--- config.mk ---
export PLATFORM = sky130hd
export DESIGN_NAME = video_bus_master_pixel_writer_flat
export DESIGN_NICKNAME = d
export VERILOG_FILES = /design/src/rtl/video_bus_master_pkg.sv /design/src/rtl/video_bus_master_pixel_writer_if.sv /design/src/rtl/pixel_cmd_fifo.sv /design/src/rtl/video_bus_master_pixel_writer.sv /design/src/flat_wrapper.sv
export SDC_FILE = /design/constraint.sdc
export NUM_CORES = 1
export LEC_CHECK = 0
export CAP_MARGIN = 20
export CORE_UTILIZATION = 40
export DETAILED_ROUTE_END_ITERATION = 8
export GPL_ROUTABILITY_DRIVEN = 0
export PLACE_DENSITY = 0.7
export SLEW_MARGIN = 5
export SYNTH_ARGS = -nofsm -noshare
export SYNTH_HDL_FRONTEND = slang
export SYNTH_SLANG_ARGS = --single-unit
--- constraint.sdc ---
create_clock -name clk -period 10.25 [get_ports clk]
set_input_delay 1.025 -clock clk [delete_from_list [all_inputs] [get_ports clk]]
set_output_delay 1.025 -clock clk [all_outputs]
set_load 0.01 [all_outputs]
--- src/rtl/video_bus_master_pkg.sv ---
// ============================================================================
// video_bus_master_pkg : shared FSM state type and command opcodes
// Rev 1.0
// ============================================================================
`default_nettype none

package video_bus_master_pkg;

    typedef enum logic [1:0] {
        IDLE     = 2'd0,
        LOAD     = 2'd1,
        ISSUE    = 2'd2,
        WAIT_ACK = 2'd3
    } vbm_state_e;

    localparam logic OP_WRITE = 1'b0;
    localparam logic OP_READ  = 1'b1;

endpackage

`default_nettype wire

--- src/rtl/video_bus_master_pixel_writer_if.sv ---
// ============================================================================
// video_bus_master_pixel_writer_if : command, bus-master and status signals
// Rev 1.0
// ============================================================================
`default_nettype none

interface video_bus_master_pixel_writer_if #(
    parameter int DATA_W = 8,
    parameter int ADDR_W = 30,
    parameter int X_W    = 9,
    parameter int Y_W    = 8
);
    logic                cmd_valid;
    logic                cmd_ready;
    logic                cmd_op;
    logic [X_W-1:0]      cmd_x;
    logic [Y_W-1:0]      cmd_y;
    logic [X_W-1:0]      cmd_len;
    logic [DATA_W-1:0]   cmd_color;
    logic [ADDR_W-1:0]   bm_address;
    logic [DATA_W/8-1:0] bm_byte_enable;
    logic                bm_read;
    logic                bm_write;
    logic [DATA_W-1:0]   bm_write_data;
    logic                bm_acknowledge;
    logic [DATA_W-1:0]   bm_read_data;
    logic                rd_valid;
    logic [DATA_W-1:0]   rd_data;
    logic                busy;
    logic                timeout_err;
    logic                err_clear;

    modport master (
        input  cmd_valid, cmd_op, cmd_x, cmd_y, cmd_len, cmd_color,
               bm_acknowledge, bm_read_data, err_clear,
        output cmd_ready, bm_address, bm_byte_enable, bm_read, bm_write,
               bm_write_data, rd_valid, rd_data, busy, timeout_err
    );

    modport slave (
        output cmd_valid, cmd_op, cmd_x, cmd_y, cmd_len, cmd_color,
               bm_acknowledge, bm_read_data, err_clear,
        input  cmd_ready, bm_address, bm_byte_enable, bm_read, bm_write,
               bm_write_data, rd_valid, rd_data, busy, timeout_err
    );

endinterface

`default_nettype wire

--- src/rtl/pixel_cmd_fifo.sv ---
// ============================================================================
// pixel_cmd_fifo : synchronous command FIFO, power-of-two depth
// Rev 1.0
// ============================================================================
`default_nettype none

module pixel_cmd_fifo #(
    parameter int WIDTH = 8,
    parameter int DEPTH = 8
) (
    input  wire logic             clk,
    input  wire logic             reset,
    input  wire logic             push_i,
    input  wire logic [WIDTH-1:0] data_i,
    input  wire logic             pop_i,
    output logic      [WIDTH-1:0] data_o,
    output logic                  full_o,
    output logic                  empty_o
);
    localparam int AW = $clog2(DEPTH);

    logic [WIDTH-1:0] mem_q [DEPTH];
    logic [AW:0]      wr_ptr_q;
    logic [AW:0]      rd_ptr_q;

    always_ff @(posedge clk or posedge reset) begin
        if (reset) begin
            wr_ptr_q <= '0;
            rd_ptr_q <= '0;
        end else begin
            if (push_i) wr_ptr_q <= wr_ptr_q + (AW+1)'(1);
            if (pop_i)  rd_ptr_q <= rd_ptr_q + (AW+1)'(1);
        end
    end

    always_ff @(posedge clk) begin
        if (push_i) mem_q[wr_ptr_q[AW-1:0]] <= data_i;
    end

    // Extra pointer bit distinguishes full from empty when indices match
    assign empty_o = (wr_ptr_q == rd_ptr_q);
    assign full_o  = (wr_ptr_q[AW-1:0] == rd_ptr_q[AW-1:0]) && (wr_ptr_q[AW] != rd_ptr_q[AW]);
    assign data_o  = mem_q[rd_ptr_q[AW-1:0]];

endmodule

`default_nettype wire

--- src/rtl/video_bus_master_pixel_writer.sv ---
// ============================================================================
// video_bus_master_pixel_writer : queued span writer / pixel reader bus master
// Optional readback of single pixels enabled by macro VBM_READBACK_EN. Rev 1.0
// ============================================================================
`default_nettype none

module video_bus_master_pixel_writer
    import video_bus_master_pkg::*;
#(
    parameter int                DATA_W      = 8,
    parameter int                ADDR_W      = 30,
    parameter int                X_W         = 9,
    parameter int                Y_W         = 8,
    parameter int                LINE_SHIFT  = 10,
    parameter logic [ADDR_W-1:0] BASE_ADDR   = '0,
    parameter int                FIFO_DEPTH  = 8,
    parameter int                ACK_TIMEOUT = 1023
) (
    input  wire logic                      clk,
    input  wire logic                      reset,
    video_bus_master_pixel_writer_if.master bus
);
    localparam int BYTES   = DATA_W / 8;
    localparam int ENTRY_W = 1 + X_W + Y_W + X_W + DATA_W;
    localparam int TMR_W   = $clog2(ACK_TIMEOUT + 1);

    vbm_state_e          state_q;
    logic                op_q;
    logic [X_W-1:0]      x_q;
    logic [Y_W-1:0]      y_q;
    logic [X_W-1:0]      rem_q;
    logic [DATA_W-1:0]   color_q;
    logic [TMR_W-1:0]    tmr_q;
    logic [ADDR_W-1:0]   bm_address_q;
    logic [DATA_W-1:0]   bm_write_data_q;
    logic                bm_read_q;
    logic                bm_write_q;
    logic                timeout_err_q;

    logic [ENTRY_W-1:0]  w_head;
    logic                w_full;
    logic                w_empty;
    logic                w_push;
    logic                w_pop;
    logic [ADDR_W-1:0]   w_addr;
    logic                w_head_op;
    logic [X_W-1:0]      w_head_len;

    assign w_push     = bus.cmd_valid && !w_full;
    assign w_pop      = (state_q == LOAD);
    assign w_head_op  = w_head[ENTRY_W-1];
    assign w_head_len = w_head[DATA_W +: X_W];

    pixel_cmd_fifo #(
        .WIDTH (ENTRY_W),
        .DEPTH (FIFO_DEPTH)
    ) u_fifo (
        .clk     (clk),
        .reset   (reset),
        .push_i  (w_push),
        .data_i  ({bus.cmd_op, bus.cmd_x, bus.cmd_y, bus.cmd_len, bus.cmd_color}),
        .pop_i   (w_pop),
        .data_o  (w_head),
        .full_o  (w_full),
        .empty_o (w_empty)
    );

    assign w_addr = BASE_ADDR + (ADDR_W'(y_q) << LINE_SHIFT) + ADDR_W'(x_q) * ADDR_W'(BYTES);

`ifdef VBM_READBACK_EN
    logic              rd_valid_q;
    logic [DATA_W-1:0] rd_data_q;
`endif

    always_ff @(posedge clk or posedge reset) begin
        if (reset) begin
            state_q         <= IDLE;
            op_q            <= OP_WRITE;
            x_q             <= '0;
            y_q             <= '0;
            rem_q           <= '0;
            color_q         <= '0;
            tmr_q           <= '0;
            bm_address_q    <= '0;
            bm_write_data_q <= '0;
            bm_read_q       <= 1'b0;
            bm_write_q      <= 1'b0;
            timeout_err_q   <= 1'b0;
`ifdef VBM_READBACK_EN
            rd_valid_q      <= 1'b0;
            rd_data_q       <= '0;
`endif
        end else begin
`ifdef VBM_READBACK_EN
            rd_valid_q <= 1'b0;
`endif
            // A timeout in the same cycle overrides this clear further down
            if (bus.err_clear) timeout_err_q <= 1'b0;
            case (state_q)
                IDLE: begin
                    if (!w_empty) state_q <= LOAD;
                end
                LOAD: begin
                    {op_q, x_q, y_q, rem_q, color_q} <= w_head;
                    if (w_head_op == OP_READ) begin
`ifdef VBM_READBACK_EN
                        rem_q   <= X_W'(1);
                        state_q <= ISSUE;
`else
                        state_q <= IDLE;
`endif
                    end else if (w_head_len == '0) begin
                        state_q <= IDLE;
                    end else begin
                        state_q <= ISSUE;
                    end
                end
                ISSUE: begin
                    bm_address_q    <= w_addr;
                    bm_write_data_q <= color_q;
                    bm_read_q       <= (op_q == OP_READ);
                    bm_write_q      <= (op_q == OP_WRITE);
                    tmr_q           <= '0;
                    state_q         <= WAIT_ACK;
                end
                WAIT_ACK: begin
                    if (bus.bm_acknowledge) begin
                        bm_read_q  <= 1'b0;
                        bm_write_q <= 1'b0;
`ifdef VBM_READBACK_EN
                        if (op_q == OP_READ) begin
                            rd_valid_q <= 1'b1;
                            rd_data_q  <= bus.bm_read_data;
                        end
`endif
                        if (rem_q == X_W'(1)) begin
                            state_q <= IDLE;
                        end else begin
                            rem_q   <= rem_q - X_W'(1);
                            x_q     <= x_q + X_W'(1);
                            state_q <= ISSUE;
                        end
                    end else if (tmr_q == TMR_W'(ACK_TIMEOUT - 1)) begin
                        bm_read_q     <= 1'b0;
                        bm_write_q    <= 1'b0;
                        timeout_err_q <= 1'b1;
                        state_q       <= IDLE;
                    end else begin
                        tmr_q <= tmr_q + TMR_W'(1);
                    end
                end
                default: state_q <= IDLE;
            endcase
        end
    end

    assign bus.cmd_ready      = !w_full;
    assign bus.bm_address     = bm_address_q;
    assign bus.bm_write_data  = bm_write_data_q;
    assign bus.bm_read        = bm_read_q;
    assign bus.bm_write       = bm_write_q;
    assign bus.bm_byte_enable = (bm_read_q || bm_write_q) ? '1 : '0;
    assign bus.busy           = !w_empty || (state_q != IDLE);
    assign bus.timeout_err    = timeout_err_q;

`ifdef VBM_READBACK_EN
    assign bus.rd_valid = rd_valid_q;
    assign bus.rd_data  = rd_data_q;
`else
    logic w_unused_rd;
    assign w_unused_rd  = ^bus.bm_read_data;
    assign bus.rd_valid = 1'b0;
    assign bus.rd_data  = '0;
`endif

endmodule

`default_nettype wire
--- src/flat_wrapper.sv ---
// flat-port wrapper written by rule: the top's interface ports become plain ports
module video_bus_master_pixel_writer_flat import video_bus_master_pkg::*;
#(
    parameter int                DATA_W      = 8,
    parameter int                ADDR_W      = 30,
    parameter int                X_W         = 9,
    parameter int                Y_W         = 8,
    parameter int                LINE_SHIFT  = 10,
    parameter logic [ADDR_W-1:0] BASE_ADDR   = '0,
    parameter int                FIFO_DEPTH  = 8,
    parameter int                ACK_TIMEOUT = 1023
)
  (clk, reset, bus_cmd_valid, bus_cmd_op, bus_cmd_x, bus_cmd_y, bus_cmd_len, bus_cmd_color, bus_bm_acknowledge, bus_bm_read_data, bus_err_clear, bus_cmd_ready, bus_bm_address, bus_bm_byte_enable, bus_bm_read, bus_bm_write, bus_bm_write_data, bus_rd_valid, bus_rd_data, bus_busy, bus_timeout_err);
  video_bus_master_pixel_writer_if #(.DATA_W(DATA_W), .ADDR_W(ADDR_W), .X_W(X_W), .Y_W(Y_W)) bus_i ();
  input  wire logic clk;
  input  wire logic reset;
  input wire logic [$bits(bus_i.cmd_valid)-1:0] bus_cmd_valid;
  input wire logic [$bits(bus_i.cmd_op)-1:0] bus_cmd_op;
  input wire logic [$bits(bus_i.cmd_x)-1:0] bus_cmd_x;
  input wire logic [$bits(bus_i.cmd_y)-1:0] bus_cmd_y;
  input wire logic [$bits(bus_i.cmd_len)-1:0] bus_cmd_len;
  input wire logic [$bits(bus_i.cmd_color)-1:0] bus_cmd_color;
  input wire logic [$bits(bus_i.bm_acknowledge)-1:0] bus_bm_acknowledge;
  input wire logic [$bits(bus_i.bm_read_data)-1:0] bus_bm_read_data;
  input wire logic [$bits(bus_i.err_clear)-1:0] bus_err_clear;
  output wire logic [$bits(bus_i.cmd_ready)-1:0] bus_cmd_ready;
  output wire logic [$bits(bus_i.bm_address)-1:0] bus_bm_address;
  output wire logic [$bits(bus_i.bm_byte_enable)-1:0] bus_bm_byte_enable;
  output wire logic [$bits(bus_i.bm_read)-1:0] bus_bm_read;
  output wire logic [$bits(bus_i.bm_write)-1:0] bus_bm_write;
  output wire logic [$bits(bus_i.bm_write_data)-1:0] bus_bm_write_data;
  output wire logic [$bits(bus_i.rd_valid)-1:0] bus_rd_valid;
  output wire logic [$bits(bus_i.rd_data)-1:0] bus_rd_data;
  output wire logic [$bits(bus_i.busy)-1:0] bus_busy;
  output wire logic [$bits(bus_i.timeout_err)-1:0] bus_timeout_err;
  assign bus_i.cmd_valid = bus_cmd_valid;
  assign bus_i.cmd_op = bus_cmd_op;
  assign bus_i.cmd_x = bus_cmd_x;
  assign bus_i.cmd_y = bus_cmd_y;
  assign bus_i.cmd_len = bus_cmd_len;
  assign bus_i.cmd_color = bus_cmd_color;
  assign bus_i.bm_acknowledge = bus_bm_acknowledge;
  assign bus_i.bm_read_data = bus_bm_read_data;
  assign bus_i.err_clear = bus_err_clear;
  assign bus_cmd_ready = bus_i.cmd_ready;
  assign bus_bm_address = bus_i.bm_address;
  assign bus_bm_byte_enable = bus_i.bm_byte_enable;
  assign bus_bm_read = bus_i.bm_read;
  assign bus_bm_write = bus_i.bm_write;
  assign bus_bm_write_data = bus_i.bm_write_data;
  assign bus_rd_valid = bus_i.rd_valid;
  assign bus_rd_data = bus_i.rd_data;
  assign bus_busy = bus_i.busy;
  assign bus_timeout_err = bus_i.timeout_err;
  video_bus_master_pixel_writer #(.DATA_W(DATA_W), .ADDR_W(ADDR_W), .X_W(X_W), .Y_W(Y_W), .LINE_SHIFT(LINE_SHIFT), .BASE_ADDR(BASE_ADDR), .FIFO_DEPTH(FIFO_DEPTH), .ACK_TIMEOUT(ACK_TIMEOUT)) u_core (.clk(clk), .reset(reset), .bus(bus_i));
endmodule
**Yosys cells after proc, flatten, opt, wreduce, memory -nomap -nowiden**

Memories as Yosys holds them, arrays and structs flattened.
Index checks and enable logic that the tools add are counted.

- Bitwise logic cells: 1
- Add/sub/neg operators: 6
- Reduce and logical (&&, ||, !) cells: 15
- Eq/ne operators: 14
- Mux-type cells: 27

Operators by type and width:

| cell | count |
|---|---|
| 2-to-1 mux 9 bit | 4 |
| case mux 9 bit (2 select lines) | 2 |
| 2-to-1 mux 10 bit | 2 |
| case mux 10 bit (2 select lines) | 1 |
| adder 18 x 9 -> 19 bit | 1 |
| 2-to-1 mux 2 bit | 6 |
| adder 10 x 1 -> 10 bit (second input constant) | 1 |
| == test 10 bit (second input constant) | 1 |
| inequality test 2 bit (second input constant) | 5 |
| adder 9 x 1 -> 9 bit (second input constant) | 1 |
| == test 9 x 1 -> 1 bit (second input constant) | 1 |
| zero test 9 bit | 1 |
| 2-to-1 mux 1 bit | 9 |
| subtractor 9 x 1 -> 9 bit (second input constant) | 1 |
| adder 4 x 1 -> 4 bit (second input constant) | 2 |
| case mux 2 bit (4 select lines) | 1 |
| AND reduction 3 bit | 2 |
| nonzero test 2 bit | 3 |
| == test 2 bit (second input constant) | 2 |
| == test 4 bit | 1 |
| case mux 1 bit (2 select lines) | 2 |
| AND reduction 2 bit | 2 |
| == test 3 bit | 1 |
| inequality test 3 x 2 -> 1 bit (second input constant) | 1 |
| other kinds (7) | 10 |

- Memories kept: 1
- Word-level logic and storage cells: 78
- RAM bits: 280
- Input port bits: 48
- Output and inout port bits: 53
- Bits in registers: 96

Memories:

| memory | words | bits a word | rd ports | clocked after Yosys merged registers in | write ports | RTL line | text |
|---|---|---|---|---|---|---|---|
| u_core.u_fifo.mem_q | 8 | 35 | 1 | 0 | 1 | pixel_cmd_fifo.sv:22 | `logic [WIDTH-1:0] mem_q [DEPTH];` |

**Depth between registers and ports, before layout**

- Depth in word-level cells: 6
- Gate-level depth with buffers: 9
- Mapped depth without buffers: 7

**By module**

From an unflattened synthesis, not the netlist that was laid out.

- Cells, all modules: 873
- Area total of the unflattened synthesis: 14904.3 um2

Modules (own cells, without submodules):

| module | times used | cells an instance | area an instance (um2) | seq. area each (um2) |
|---|---|---|---|---|
| pixel_cmd_fifo | 1 | 449 | 11165.7 | 8608.3 |
| video_bus_master_pixel_writer | 1 | 424 | 3738.6 | 1876.8 |

**Worst setup path before layout**

Ideal clock, no wire load.

- Kind: register to register
- From: register u_core.u_fifo.rd_ptr_q[0]
- To: memory u_core.u_fifo.mem_q[0][0] in the netlist's numbering, enable pin
- Buffers on the path: 2
- Setup time: 0.471 ns
- Stages on the path, launching flop included: 8
- Slack: 5.765 ns
- Period minus slack after synthesis: 4.485 ns
- Data required time: 9.779 ns
- Data arrival time: 4.014 ns
- Path through: dfrtp_1 -> buf_2 -> buf_4 -> xnor2_1 -> nand4_1 -> nand2_1 -> or2_2 -> nor3_1

- Word-level cells in the longest chain between the ends: 6

RTL lines:

| what | RTL line | text |
|---|---|---|
| start: declaration | pixel_cmd_fifo.sv:24 | `logic [AW:0] rd_ptr_q;` |
| start signal: assignment | pixel_cmd_fifo.sv:32 | `if (pop_i) rd_ptr_q <= rd_ptr_q + (AW+1)'(1);` |
| == test 3 bit | pixel_cmd_fifo.sv:42 | `assign full_o = (wr_ptr_q[AW-1:0] == rd_ptr_q[AW-1:0]) && (wr_ptr_q[AW] != rd_ptr_q[AW]);` |
| logical AND 1 bit | pixel_cmd_fifo.sv:42 |  |
| zero test 1 bit | - |  |
| net bus_cmd_ready | flat_wrapper.sv:26 | `output wire logic [$bits(bus_i.cmd_ready)-1:0] bus_cmd_ready;` |
| logical AND 1 bit | video_bus_master_pixel_writer.sv:49 | `assign w_push = bus.cmd_valid && !w_full;` |
| 2-to-1 mux 1 bit | pixel_cmd_fifo.sv:37 | `if (push_i) mem_q[wr_ptr_q[AW-1:0]] <= data_i;` |
| 2-to-1 mux 1 bit (not written as such) | pixel_cmd_fifo.sv:37 |  |
| end: declaration | pixel_cmd_fifo.sv:22 |  |

The timed path passes the listed nets, and every way through them passes these cells.

**Final worst setup path**

- From: register u_core.u_fifo.rd_ptr_q[1]
- To: output port bus_busy

- Word-level cells in the longest chain between the ends: 3

RTL lines:

| what | RTL line | text |
|---|---|---|
| == test 4 bit | pixel_cmd_fifo.sv:41 | `assign empty_o = (wr_ptr_q == rd_ptr_q);` |
| zero test 1 bit | - |  |
| logical OR 1 bit | video_bus_master_pixel_writer.sv:163 | `assign bus.busy = !w_empty \|\| (state_q != IDLE);` |
| end: declaration | flat_wrapper.sv:34 | `output wire logic [$bits(bus_i.busy)-1:0] bus_busy;` |

Every way passes these cells.

==> flow_summary.yaml <==
yosys:
  synth_simple_gate_area_share: 0.0613
  netlist_instances: 857
  synth_top_family_by_area: "multiplexers"
  ys_seq_area_frac: 0.723
  synth_edf_count: 280
  ys_ff_latch: 363
  muxShareOfSynthArea: 0.135
  syn_area_mm2: 0.0145
  synth_xor_area_frac: 0.00966
  yosysWarningCount: 0
  synth-async-reset-ratio: 0.229
  yosysUniqueCellTypes: 55
  avgSynthCellArea_um2: 16.9
  synth_flop_cell: "edfxtp_1"
  synth-adder-area-share: 0.00604
  synth_compound_area_frac: 0.0375
status:
  status: "finished with violations"
  violations: "design-rule violations"
die:
  num_io_pins: 101
  dieHeight_um: 192
  start_util: 0.407
  die-area_mm2: 0.0370
  fp.dieW_um: 192
  core_area_mm2: 0.0357
  rows: 69
finish:
  fillers: 2964
  layoutNonFillerInstCount: 1429
  mostFrequentLayoutCell: "edfxtp_1"
  final_cell_mix: "280 x edfxtp_1, 112 x nand2_1, 80 x dfrtp_1, 70 x mux4_2, 70 x clkdlybuf4s50_1"
  post-route-util: 0.473
  num_antenna_cells: 0
  fin_nets: 997
  area_growth_pct: 16.2
  fin_area_mm2: 0.0169
  drive_above_1_share: 0.178
placed_design:
  portBuffers: 70
  place_inst: 1363
  dp_hpwl_um: 16800
  placed_area_mm2: 0.0157
sta:
  post-route-min-period_ns: 3.47
  slew_headroom: 0.455
  maxSlewViolCount: 0
  finalHoldWorstSlack_ns: 0.470
  rsz0062_at_grt: "false"
  tns_ns: 0
  hold_viol_final: 0
  worst_slew_pin_slew_ns: 0.818
  max_freq_mhz: 288
  finalCritPeriodShare: 0.338
  setup_viol: 0
  clock_skew_ns: 0.0240
route:
  drt_wl_total_um: 28700
  detail-route-antenna-nets: 0
  first_iter_violations: 428
  num_vias: 7556
  vias_per_cell: 5.29
  wl_per_cell_um: 20.1
  first_pass_iters: 7
  drc: 20
grt:
  overflow: 0
  grt_pass1_vias: 7715
  grt_max_degree: 47
  grt_pass1_wl_um: 44600
  grt_usage: 0.160
  antenna_found_initial: 3
worst_setup_path:
  cp-end-kind: "output port"
  critPathRequiredTime_ns: 9.23
  rrSetupSlack_ns: 7.22
  crit_path_max_fanout: 38
  cp-start-kind: "flop"
  critical_path_class: "reg -> out"
  cp.arrival_ns: 2.44
power:
  seq_power_share: 0.441
  sw_frac_of_total: 0.320
  p_leak_nw: 5.90
  p_int_w: 0.00335
  power.density_mw_per_mm2: 292
  power.switching_w: 0.00158
  clkPwrFrac: 0.260
  ir_drop_mv: 0.131
  pwr-share-comb: 0.299
clock_tree:
  numCtsBuffers: 38
  worstSkewPairLatency_ns: 0.53
  cts.path.max_buffers: 3
  cts_tree: "done"
  ctsResizeCount: 0
  cts-root-buf: "clkbuf_16"
  post_cts_buffers: 0
  cts.reportedPaths.clkPinSlew_ns: 0.06
  cts_hold_buf: 0
  h-tree-depth: 2
  clkSinkCount: 363
worst_hold_path:
  hp-class: "reg -> reg"
job:
  drv_cap: 0
critical path: stages, from the launching register on:
cell,delay (ns)
dfrtp_4,0.81
xnor2_1,0.23
nand4_1,0.29
clkdlybuf4s50_1,0.58
flip-flops by register name, summed over array words and instances, names as in the netlist, 8 cells and up:
name,cells
u_core.bus.bm_write_data,8
u_core.tmr_q,10
u_core.x_q,9
u_core.color_q,8
u_core.y_q,8
u_core.bus.bm_address,17
u_core.rem_q,9
u_core.u_fifo.mem_q,280
power by group through the flow:
stage	registers [W]	logic, W	clock network [W]
6_report	0.00217	0.00147	0.00128
5_1_grt	0.00221	0.00162	0.00136
4_1_cts	0.00217	0.00150	0.00131
3_5_place_dp	0.00220	0.00149	0
3_3_place_gp	0.00219	0.00147	0
2_1_floorplan	0.00210	0.00109	0
kinds of logic after synthesis:
group | after synthesis
buf+inv | 71
other cells | 1
compound gates | 83
fa+ha+maj | 7
simple gates | 208
flops | 363
mux | 108
xor+xnor | 16
path summary, 6_finish.rpt:
path,startpoint,endpoint,depth (start not counted)
worst max-delay path,u_core.u_fifo.rd_ptr_q[1],bus_busy,3
max in group asynchronous,reset,u_core.u_fifo.rd_ptr_q[1],3
worst min register to register,u_core.y_q[4],u_core.bus.bm_address[14],2
worst min-delay path,u_core.y_q[4],u_core.bus.bm_address[14],2
worst max register to register,u_core.u_fifo.rd_ptr_q[1],u_core.u_fifo.mem_q[1][21],6
min in group asynchronous,reset,u_core.bus.bm_write_data[4],2
stage by stage:
stage	setup slack (ns)	total power, W
CTS	6.79	0.00498
finish	6.78	0.00493
floorplan	5.77	0.00318
global route	6.71	0.00519
detailed placement	6.79	0.00369
global placement	6.83	0.00365
metal layers:
metal,global-route usage,wire (µm)
met5,0,37
met1,0.216,12600
met4,0.0463,637
met2,0.263,13800
met3,0.0333,1580
layout make-up:
cell class / instances / area (µm²) / share of cell area
Sequential cell: 363 / 10500 / 0.623
Clock inverter: 20 / 163 / 0.00965
Timing Repair Buffer: 87 / 828 / 0.0491
Clock buffer: 46 / 991 / 0.0588
Multi-Input combinational cell: 444 / 3770 / 0.224
Inverter: 8 / 31.3 / 0.00186
Tap cell: 461 / 577 / 0.0342
cells in the mapped netlist, drive strengths merged, types with 11 or more instances:
cell | instances | area share
edfxtp | 280 | 0.58
nand2 | 112 | 0.029
dfrtp | 83 | 0.14
mux4 | 70 | 0.11
buf | 47 | 0.021
nor2 | 47 | 0.012
a21oi | 37 | 0.013
mux2i | 31 | 0.021
clkbuf | 16 | 0.0041
o21ai | 15 | 0.0062
nand3 | 14 | 0.0052
xnor2 | 11 | 0.0066
Power figures use the tool's default switching activity.
==> edit: new RTL, same flow settings <==
Build with the macro `VBM_READBACK_EN` defined.
--- a/src/rtl/video_bus_master_pixel_writer.sv
+++ b/src/rtl/video_bus_master_pixel_writer.sv
@@ -5,2 +5,4 @@
 `default_nettype none
+
+`define VBM_READBACK_EN
 
Function: changed (Yosys sat finds a counterexample within 4 cycles, from zero or initial values and one cycle with reset high).
==> edit against the original RTL <==
Sequential cell count up 9; area after synthesis is 1.5% higher; setup slack worse by 630 ps; wire length up 3.5%; combinational power down 14%; total power down 4.2%; synthesized cell count is 1.4% higher; hold slack about the same; final area up 2.9%; highest routed layer is now met4; critical endpoint unchanged.
==> edit: results (changes against the original RTL) <==
* Status: completed (was finished, violations left)
* Placed insts at 1391 (was 1363)
* Worst r2r dst: u_core.u_fifo.mem_q[4][12]$_DFFE_PP_ (was u_core.u_fifo.mem_q[1][21]$_DFFE_PP_)
* Count of cell types in the netlist at 51 (was 55)
* R2r startpoint: u_core.u_fifo.rd_ptr_q[1]$_DFFE_PP0P_ (was u_core.u_fifo.rd_ptr_q[1]$_DFFE_PP0N_)
* Clock share of power at 0.277 (was 0.260)
* Fillers at 2998 (was 2964)
* Asr flop ratio synth at 0.2473 (was 0.2287)
* Synth Area in Adders at 0.005948 (was 0.006037)
* Largest net degree at the start of global routing at 64 (was 47)
* Dpl cell area at 0.01612 mm² (was 0.01570 mm²)
* DPL Wire Length at 17520 µm (was 16840 µm)
* HP Start: u_core.y_q[1]$_DFFE_PP0P_ (was u_core.y_q[4]$_DFFE_PP0N_)
* Fraction of layout cells with a size suffix above 1 at 0.1718 (was 0.1777)
* Commonest cells post-synth: edfxtp_1 (280), nand2_1 (125), dfrtp_1 (92) (was edfxtp_1 (280), nand2_1 (112), dfrtp_1 (83))
* Worst Path Arrival at 3070 ps (was 2440 ps)
* Final Instance Count excl. Fillers at 1462 (was 1429)
* Largest delay share family, worst path: buffers and inverters (was flip-flops)
* Reg2reg setup slack at 6510 ps (was 7220 ps)
* Top cells by area, synth: edfxtp_1 (57%), dfrtp_1 (16%), mux4_2 (11%) (was edfxtp_1 (58%), dfrtp_1 (14%), mux4_2 (11%))
* DR WL/cell at 20.31 µm (was 20.07 µm)
* Global-route wire length before repair at 46330 µm (was 44630 µm)
* Layout Nets at 1027 (was 997)
* Worst-path fanout max at 44 (was 38)
* Routed vias at 7835 (was 7556)
* Peak VDD IR at 0.1319 mV (was 0.1308 mV)
* Vias in the first global route at 7945 (was 7715)
* Post-synthesis xor/xnor area fraction at 0.01011 (was 0.009659)
* Worst path slowest cell: dfrtp_2 (was dfrtp_4)
* Worst Skew at 20.09 ps (was 23.99 ps)
* Synth Area in Compound Gates at 0.03798 (was 0.03752)
* Static Leak at 6.047 nW (was 5.896 nW)
[edit: area by class of cell]
| cell class | instances | area (µm²) | share of cell area |
|---|---|---|---|
| Tap cell | 461 | 576.8 | 0.03328 |
| Timing Repair Buffer | 104 | 1018 | 0.05876 |
| Sequential cell | 372 | 10720 | 0.6182 |
| Multi-Input combinational cell | 442 | 3785 | 0.2183 |
| Inverter | 14 | 55.05 | 0.003176 |
| Clock inverter | 16 | 102.6 | 0.005919 |
| Clock buffer | 53 | 1080 | 0.06229 |
[edit: layer usage]
metal / up-vias / part of all wire / GRT usage
met5: - / 0 / 0
met4: 0 / 0.019 / 0.04174
met3: 52 / 0.058 / 0.03131
met2: 255 / 0.48 / 0.2569
met1: 4006 / 0.44 / 0.2235
li1: 3522 / - / -
[edit: stage by stage]
stage	hold slack [ps]	setup slack, ps
floorplan	438.6	5656
global placement	453.2	6542
detailed placement	457.9	6504
CTS	473.4	6123
global route	496.6	6010
finish	470.3	6154
